[src/rtl/uart_tx_mmio.sv]
// uart_tx_mmio -- memory-mapped 8N1 UART transmitter on the data bus.
//
// Snoops the data-memory bus and decodes an 8-byte window at BASE_ADDR.
// Bytes written to TXDATA are queued in a small FIFO and shifted out
// LSB-first on tx, with back-to-back frames sent without idle gaps.
//
// Ports:
//   clk        system clock (same clock as the data memory)
//   reset      asynchronous active-high reset
//   addr       data bus address
//   write_data data bus write data
//   memwrite   bus write strobe, sampled on rising clk
//   memread    bus read strobe
//   read_data  register read data, 0 when not selected or not reading
//   sel        address falls inside this block's window
//   tx         serial output, idle high
//
// Register map (addr[2] selects, addr[1:0] ignored):
//   0x0 TXDATA  write pushes write_data[7:0]; reads as 0
//   0x4 STATUS  read : [0] full [1] empty [2] busy [3] overflow [7:4] count
//               write: bit3=1 clears overflow
module uart_tx_mmio #(
   parameter int          CLKS_PER_BIT = 104,
   parameter int          FIFO_DEPTH   = 8,
   parameter logic [31:0] BASE_ADDR    = 32'h0000_2000
) (
   input  logic        clk,
   input  logic        reset,
   input  logic [31:0] addr,
   input  logic [31:0] write_data,
   input  logic        memwrite,
   input  logic        memread,
   output logic [31:0] read_data,
   output logic        sel,
   output logic        tx
);

   localparam int PTR_W  = $clog2(FIFO_DEPTH);
   localparam int CNT_W  = PTR_W + 1;
   localparam int BAUD_W = $clog2(CLKS_PER_BIT);

   typedef enum logic [1:0] {IDLE, START, DATA, STOP} state_t;

   state_t              state, state_nx;
   logic [BAUD_W-1:0]   baud_cnt, baud_nx;
   logic [2:0]          bit_idx, bit_nx;
   logic [7:0]          shift, shift_nx;
   logic                tx_nx;

   logic [7:0]          fifo_mem [FIFO_DEPTH];
   logic [PTR_W-1:0]    wr_ptr, rd_ptr;
   logic [CNT_W-1:0]    count;
   logic                overflow;

   logic                full, empty, busy, baud_last;
   logic                push_req, push, pop, clr_ovf;
   logic [31:0]         count_w;
   logic [3:0]          cnt4;
   logic                unused_bits;

   assign unused_bits = ^{addr[1:0], write_data[31:8]};

   assign sel       = (addr[31:3] == BASE_ADDR[31:3]);
   assign full      = (count == CNT_W'(FIFO_DEPTH));
   assign empty     = (count == '0);
   assign busy      = (state != IDLE);
   assign baud_last = (baud_cnt == BAUD_W'(CLKS_PER_BIT - 1));

   // Fullness is judged on the pre-edge count; a same-cycle pop does not
   // make room for the incoming byte.
   assign push_req  = sel & memwrite & ~addr[2];
   assign push      = push_req & ~full;
   assign clr_ovf   = sel & memwrite & addr[2] & write_data[3];

   // The STATUS count field is only 4 bits wide, so deep FIFOs saturate.
   assign count_w   = 32'(count);
   assign cnt4      = (count_w > 32'd15) ? 4'hF : count_w[3:0];

   always_comb begin
      read_data = '0;
      if (!reset && sel && memread && addr[2])
         read_data = {24'b0, cnt4, overflow, busy, empty, full};
   end

   // FIFO storage: data only, never reset.
   always_ff @(posedge clk) begin
      if (push)
         fifo_mem[wr_ptr] <= write_data[7:0];
   end

   always_ff @(posedge clk or posedge reset) begin
      if (reset) begin
         wr_ptr   <= '0;
         rd_ptr   <= '0;
         count    <= '0;
         overflow <= 1'b0;
      end else begin
         if (push)
            wr_ptr <= wr_ptr + PTR_W'(1);
         if (pop)
            rd_ptr <= rd_ptr + PTR_W'(1);
         count <= count + CNT_W'(push) - CNT_W'(pop);
         // A dropped push wins over a simultaneous clear.
         if (push_req && full)
            overflow <= 1'b1;
         else if (clr_ovf)
            overflow <= 1'b0;
      end
   end

   always_ff @(posedge clk or posedge reset) begin
      if (reset) begin
         state    <= IDLE;
         baud_cnt <= '0;
         bit_idx  <= '0;
         tx       <= 1'b1;
      end else begin
         state    <= state_nx;
         baud_cnt <= baud_nx;
         bit_idx  <= bit_nx;
         tx       <= tx_nx;
      end
   end

   always_ff @(posedge clk) begin
      shift <= shift_nx;
   end

   always_comb begin
      state_nx = state;
      baud_nx  = baud_cnt;
      bit_nx   = bit_idx;
      shift_nx = shift;
      pop      = 1'b0;
      case (state)
         IDLE: begin
            if (!empty) begin
               pop      = 1'b1;
               shift_nx = fifo_mem[rd_ptr];
               baud_nx  = '0;
               bit_nx   = '0;
               state_nx = START;
            end
         end
         START: begin
            if (baud_last) begin
               baud_nx  = '0;
               state_nx = DATA;
            end else
               baud_nx = baud_cnt + BAUD_W'(1);
         end
         DATA: begin
            if (baud_last) begin
               baud_nx  = '0;
               shift_nx = {1'b0, shift[7:1]};
               if (bit_idx == 3'd7)
                  state_nx = STOP;
               else
                  bit_nx = bit_idx + 3'd1;
            end else
               baud_nx = baud_cnt + BAUD_W'(1);
         end
         STOP: begin
            if (baud_last) begin
               baud_nx = '0;
               // Chain straight into the next start bit when data waits.
               if (!empty) begin
                  pop      = 1'b1;
                  shift_nx = fifo_mem[rd_ptr];
                  bit_nx   = '0;
                  state_nx = START;
               end else
                  state_nx = IDLE;
            end else
               baud_nx = baud_cnt + BAUD_W'(1);
         end
         default: state_nx = IDLE;
      endcase

      // tx is registered from the next state so the pin never glitches.
      case (state_nx)
         START:   tx_nx = 1'b0;
         DATA:    tx_nx = shift_nx[0];
         default: tx_nx = 1'b1;
      endcase
   end

endmodule

[config.mk]
export PLATFORM = sky130hd
export DESIGN_NAME = uart_tx_mmio
export DESIGN_NICKNAME = d
export VERILOG_FILES = /design/src/rtl/uart_tx_mmio.sv
export SDC_FILE = /design/constraint.sdc
export NUM_CORES = 1
export LEC_CHECK = 0
export ABC_AREA = 1
export CORE_MARGIN = 2
export CORE_UTILIZATION = 47
export CTS_CLUSTER_DIAMETER = 200
export CTS_CLUSTER_SIZE = 30
export DETAILED_ROUTE_END_ITERATION = 8
export PLACE_DENSITY = 0.77
export SLEW_MARGIN = 10
export SYNTH_ARGS = -nofsm -noshare
export SYNTH_HDL_FRONTEND = slang
export SYNTH_SLANG_ARGS = --single-unit
[constraint.sdc]
create_clock -name clk -period 2.2 [get_ports clk]
set_input_delay 0.22 -clock clk [delete_from_list [all_inputs] [get_ports clk]]
set_output_delay 0.22 -clock clk [all_outputs]
set_load 0.005 [all_outputs]
==> run_results.csv <==
group,metric,value,unit
outcome,violations,"setup timing",
route,drt_iter0_drc,208,
global_routing,grt_pass1_vias,3552,
power,power.density,550.0,nW/um^2
floorplan,die_h,106.9,um
synth,syn-cell-area,4975,sq um
synth,synth_top_family_by_area,"simple AND/OR/NAND/NOR gates",
global_routing,grt_pass1_wl,17.02,mm
min_path,hold_path.class,"primary input to asynchronous set/reset pin",
finish,multiInputGateArea,1857,sq um
route,via_count,3678,
clock_network,cts_buffers,9,
synth,synth_mux_area_share,0,%
setup_path,worst-setup-path-type,"primary input to primary output",
setup_path,start_kind,"primary input",
clock_network,clk_pin_slew,90,ps
finish,final_common_cell,"nand2_1",
setup_path,timing.rr.end,"count[1]",
setup_path,crit_slowest_cell,"clkdlybuf4s50_1",
setup_path,cp-end-kind,"primary output",
floorplan,dieArea,11420,sq um
timing,worst_slew_pin_slew,578.4,ps
clock_network,htree_levels,3,
power,p_leak,0.002447,uW
synth,yosys_warnings,0,
setup_path,ff2ff_path_depth,10,
route,post-route-drc-count,0,
outcome,status,"complete, but fails checks",
synth,ys_ff_latch,96,
global_routing,track_usage,19.33,%
synth,postSynthCellCount,492,
synth,yosys.area_share.simple,19.82,%
setup_path,cp_max_fo,6,
timing,slew_viol_final,0,
synth,synth.distinct_cells,43,
finish,layout-drive-gt1-share,19.62,%
placed_design,gp_congestion,0.7983,
synth,synth_edf_count,71,
setup_path,cp_top_family,"buffers and inverters",
timing,hold_violations,0,
global_routing,antenna_found_initial,0,
finish,layout.nets,666,
timing,fin_crit_sh,101.8,%
flow_run,maxCapViolations,0,
route,dr.pass1.iters,4,
route,wl_per_cell,14.67,um
timing,worst_hold_slack,288.1,ps
finish,syn_to_final_growth,20.75,%
setup_path,cp_cell_sequence,"clkdlybuf4s50_1, nor2_1, nand4_1, nor2_2, and2_4, nand4_4, nor2_1, clkdlybuf4s50_1",
clock_network,clk_latency,360,ps
synth,yosysSeqAreaShare,55.36,%
floorplan,die_w,106.9,um
setup_path,worstSetupStartpoint,"addr[18]",
finish,final_cell_mix,"85 x nand2_1, 71 x edfxtp_1, 62 x nor2_1, 45 x clkdlybuf4s50_1, 39 x buf_4",
timing,setup_viol,3,
finish,antenna_cells,0,
timing,setup_ws,-39.61,ps
synth,synthAdderAreaFrac,4.427,%
power,vdd_drop_max,418.2,uV
setup_path,r2r_slack,-10,ps
setup_path,crit_buf_inv,2,
placed_design,dp_hpwl,7.223,mm
timing,relSlewSlack,61.44,%
global_routing,grt.overflow.total,0,
placed_design,io_buffers,51,
setup_path,crit_arrival,2020,ps
setup_path,max_stage_delay,520,ps
floorplan,coreArea,10320,sq um
route,ant_nets,0,
synth,synth-compound-area-share,9.733,%
clock_network,cts_tree,"yes",
setup_path,rr_startpoint,"state[1]",
synth,async_flop_share,25.00,%
finish,fillerInstances,853,
setup_path,worstPathRequired,1980,ps
clock_network,root_buffer,"clkbuf_8",
synth,synth_xor_area_share,0.7042,%
finish,seq_area,2754,sq um
clock_network,cts.path.max_buffers,2,
global_routing,grt_max_degree,33,
floorplan,io_pins,102,
timing,rsz0062_at_grt,"yes",
timing,worst_clock_skew,11.04,ps
floorplan,initial_core_util,48.19,%
synth,dominantRegCellSynth,"edfxtp_1",
route,vias_per_cell,5.094,
timing,period_minus_slack,2240,ps
synth,syn_avg_cell_area,10.11,sq um
route,drt-total-wl,10.59,mm
timing,max_freq,0.4465,GHz
clock_network,cts_sinks,96,
power,finalPower,3304,uW
floorplan,rows,37,
-- what timing repair did --
item	in CTS	in global routing
hold endpoints to repair	0	0
hold buffers	0	0
setup buffers	5	3
setup endpoints to repair	10	9
resized for setup	13	8
pin swaps	7	4
-- flip-flops by register name (all words and copies together) (netlist names) --
register	cells
bit_idx	3
fifo_mem	64
wr_ptr	3
overflow	1
baud_cnt	7
shift	8
rd_ptr	3
count	4
state	2
tx	1
-- stage by stage --
step                TNS [ps]  setup slack (ps)  instances  instance area, sq um  util, %
floorplan            -0.8178           -0.8178        515                  5069        -
global placement       -1331            -264.6        698                  5688    55.10
detailed placement     -2223            -374.1        698                  5688    55.10
CTS                   -7.677            -7.677        719                  5966    57.79
global route          -332.2            -131.8        722                  6007    58.19
finish                -84.64            -39.61        722                  6007    58.19
-- cells by family after synthesis --
logic type / Yosys count
AO/OA/AOI/OAI: 83
XOR/XNOR: 4
adder cells (fa/ha/maj): 17
buffers and inverters: 84
flip-flops: 96
other: 1
AND/OR/NAND/NOR: 207
-- worst min-delay path, cell delays in order --
cell and delay [ps]:
clkdlybuf4s50_1 400, inv_1 100, buf_4 330
-- power breakdown --
group          total (uW)  internal, uW  switching, uW  leakage (uW)
clock                1240           647            595      0.000109
sequential           1940          1940        0.00110      0.000944
combinational         120          69.4           50.8       0.00139
-- routing by layer --
| layer | vias up | part of all wire, % | GRT usage, % |
|---|---|---|---|
| met4 | 0 | 1.7 | 6.679 |
| li1 | 1780 | - | - |
| met3 | 16 | 5.7 | 4.012 |
| met5 | - | 0 | 0 |
| met2 | 140 | 53 | 34.99 |
| met1 | 1742 | 40 | 22.75 |
-- synth_stat cells, types with 3 or more instances --
library cell,count,area share [%]
nand2_1,85,6.4
ha_1,16,4.0
nor2_1,67,5.1
nand3_2,6,1.2
buf_6,5,1.1
edfxtp_1,71,43
nor3_1,4,0.40
o21ai_1,17,1.7
nor2_4,4,0.91
o21ai_2,4,0.70
buf_2,4,0.40
o22ai_1,17,2.1
nand4_1,5,0.63
o21ai_0,28,2.8
nor2_2,9,1.1
dfrtp_1,23,12
buf_4,24,3.6
inv_2,6,0.45
nand3_1,15,1.5
a21oi_1,11,1.1
a21oi_2,3,0.53
inv_1,39,2.9
nand2_2,4,0.50
-- area by class of cell --
cell class | instances | area share [%]
multi-input cells | 335 | 30.91
repair buffers | 91 | 13.62
flip-flops and latches | 96 | 45.84
inverters | 48 | 3.166
clock buffers | 10 | 2.125
clock inverters | 6 | 1.500
well taps | 136 | 2.833
-- worst max-delay path by stage --
| stage | to | slack, ps | cells past startpoint |
|---|---|---|---|
| global route | read_data[6] | -130 | 8 |
| CTS | count[2] | -8 | 11 |
| global placement | count[2] | -260 | 14 |
| detailed placement | count[2] | -370 | 14 |
| finish | read_data[6] | -40 | 8 |
| floorplan | count[2] | -0.8 | 11 |
Note: power is estimated with default switching activity, not from simulation.
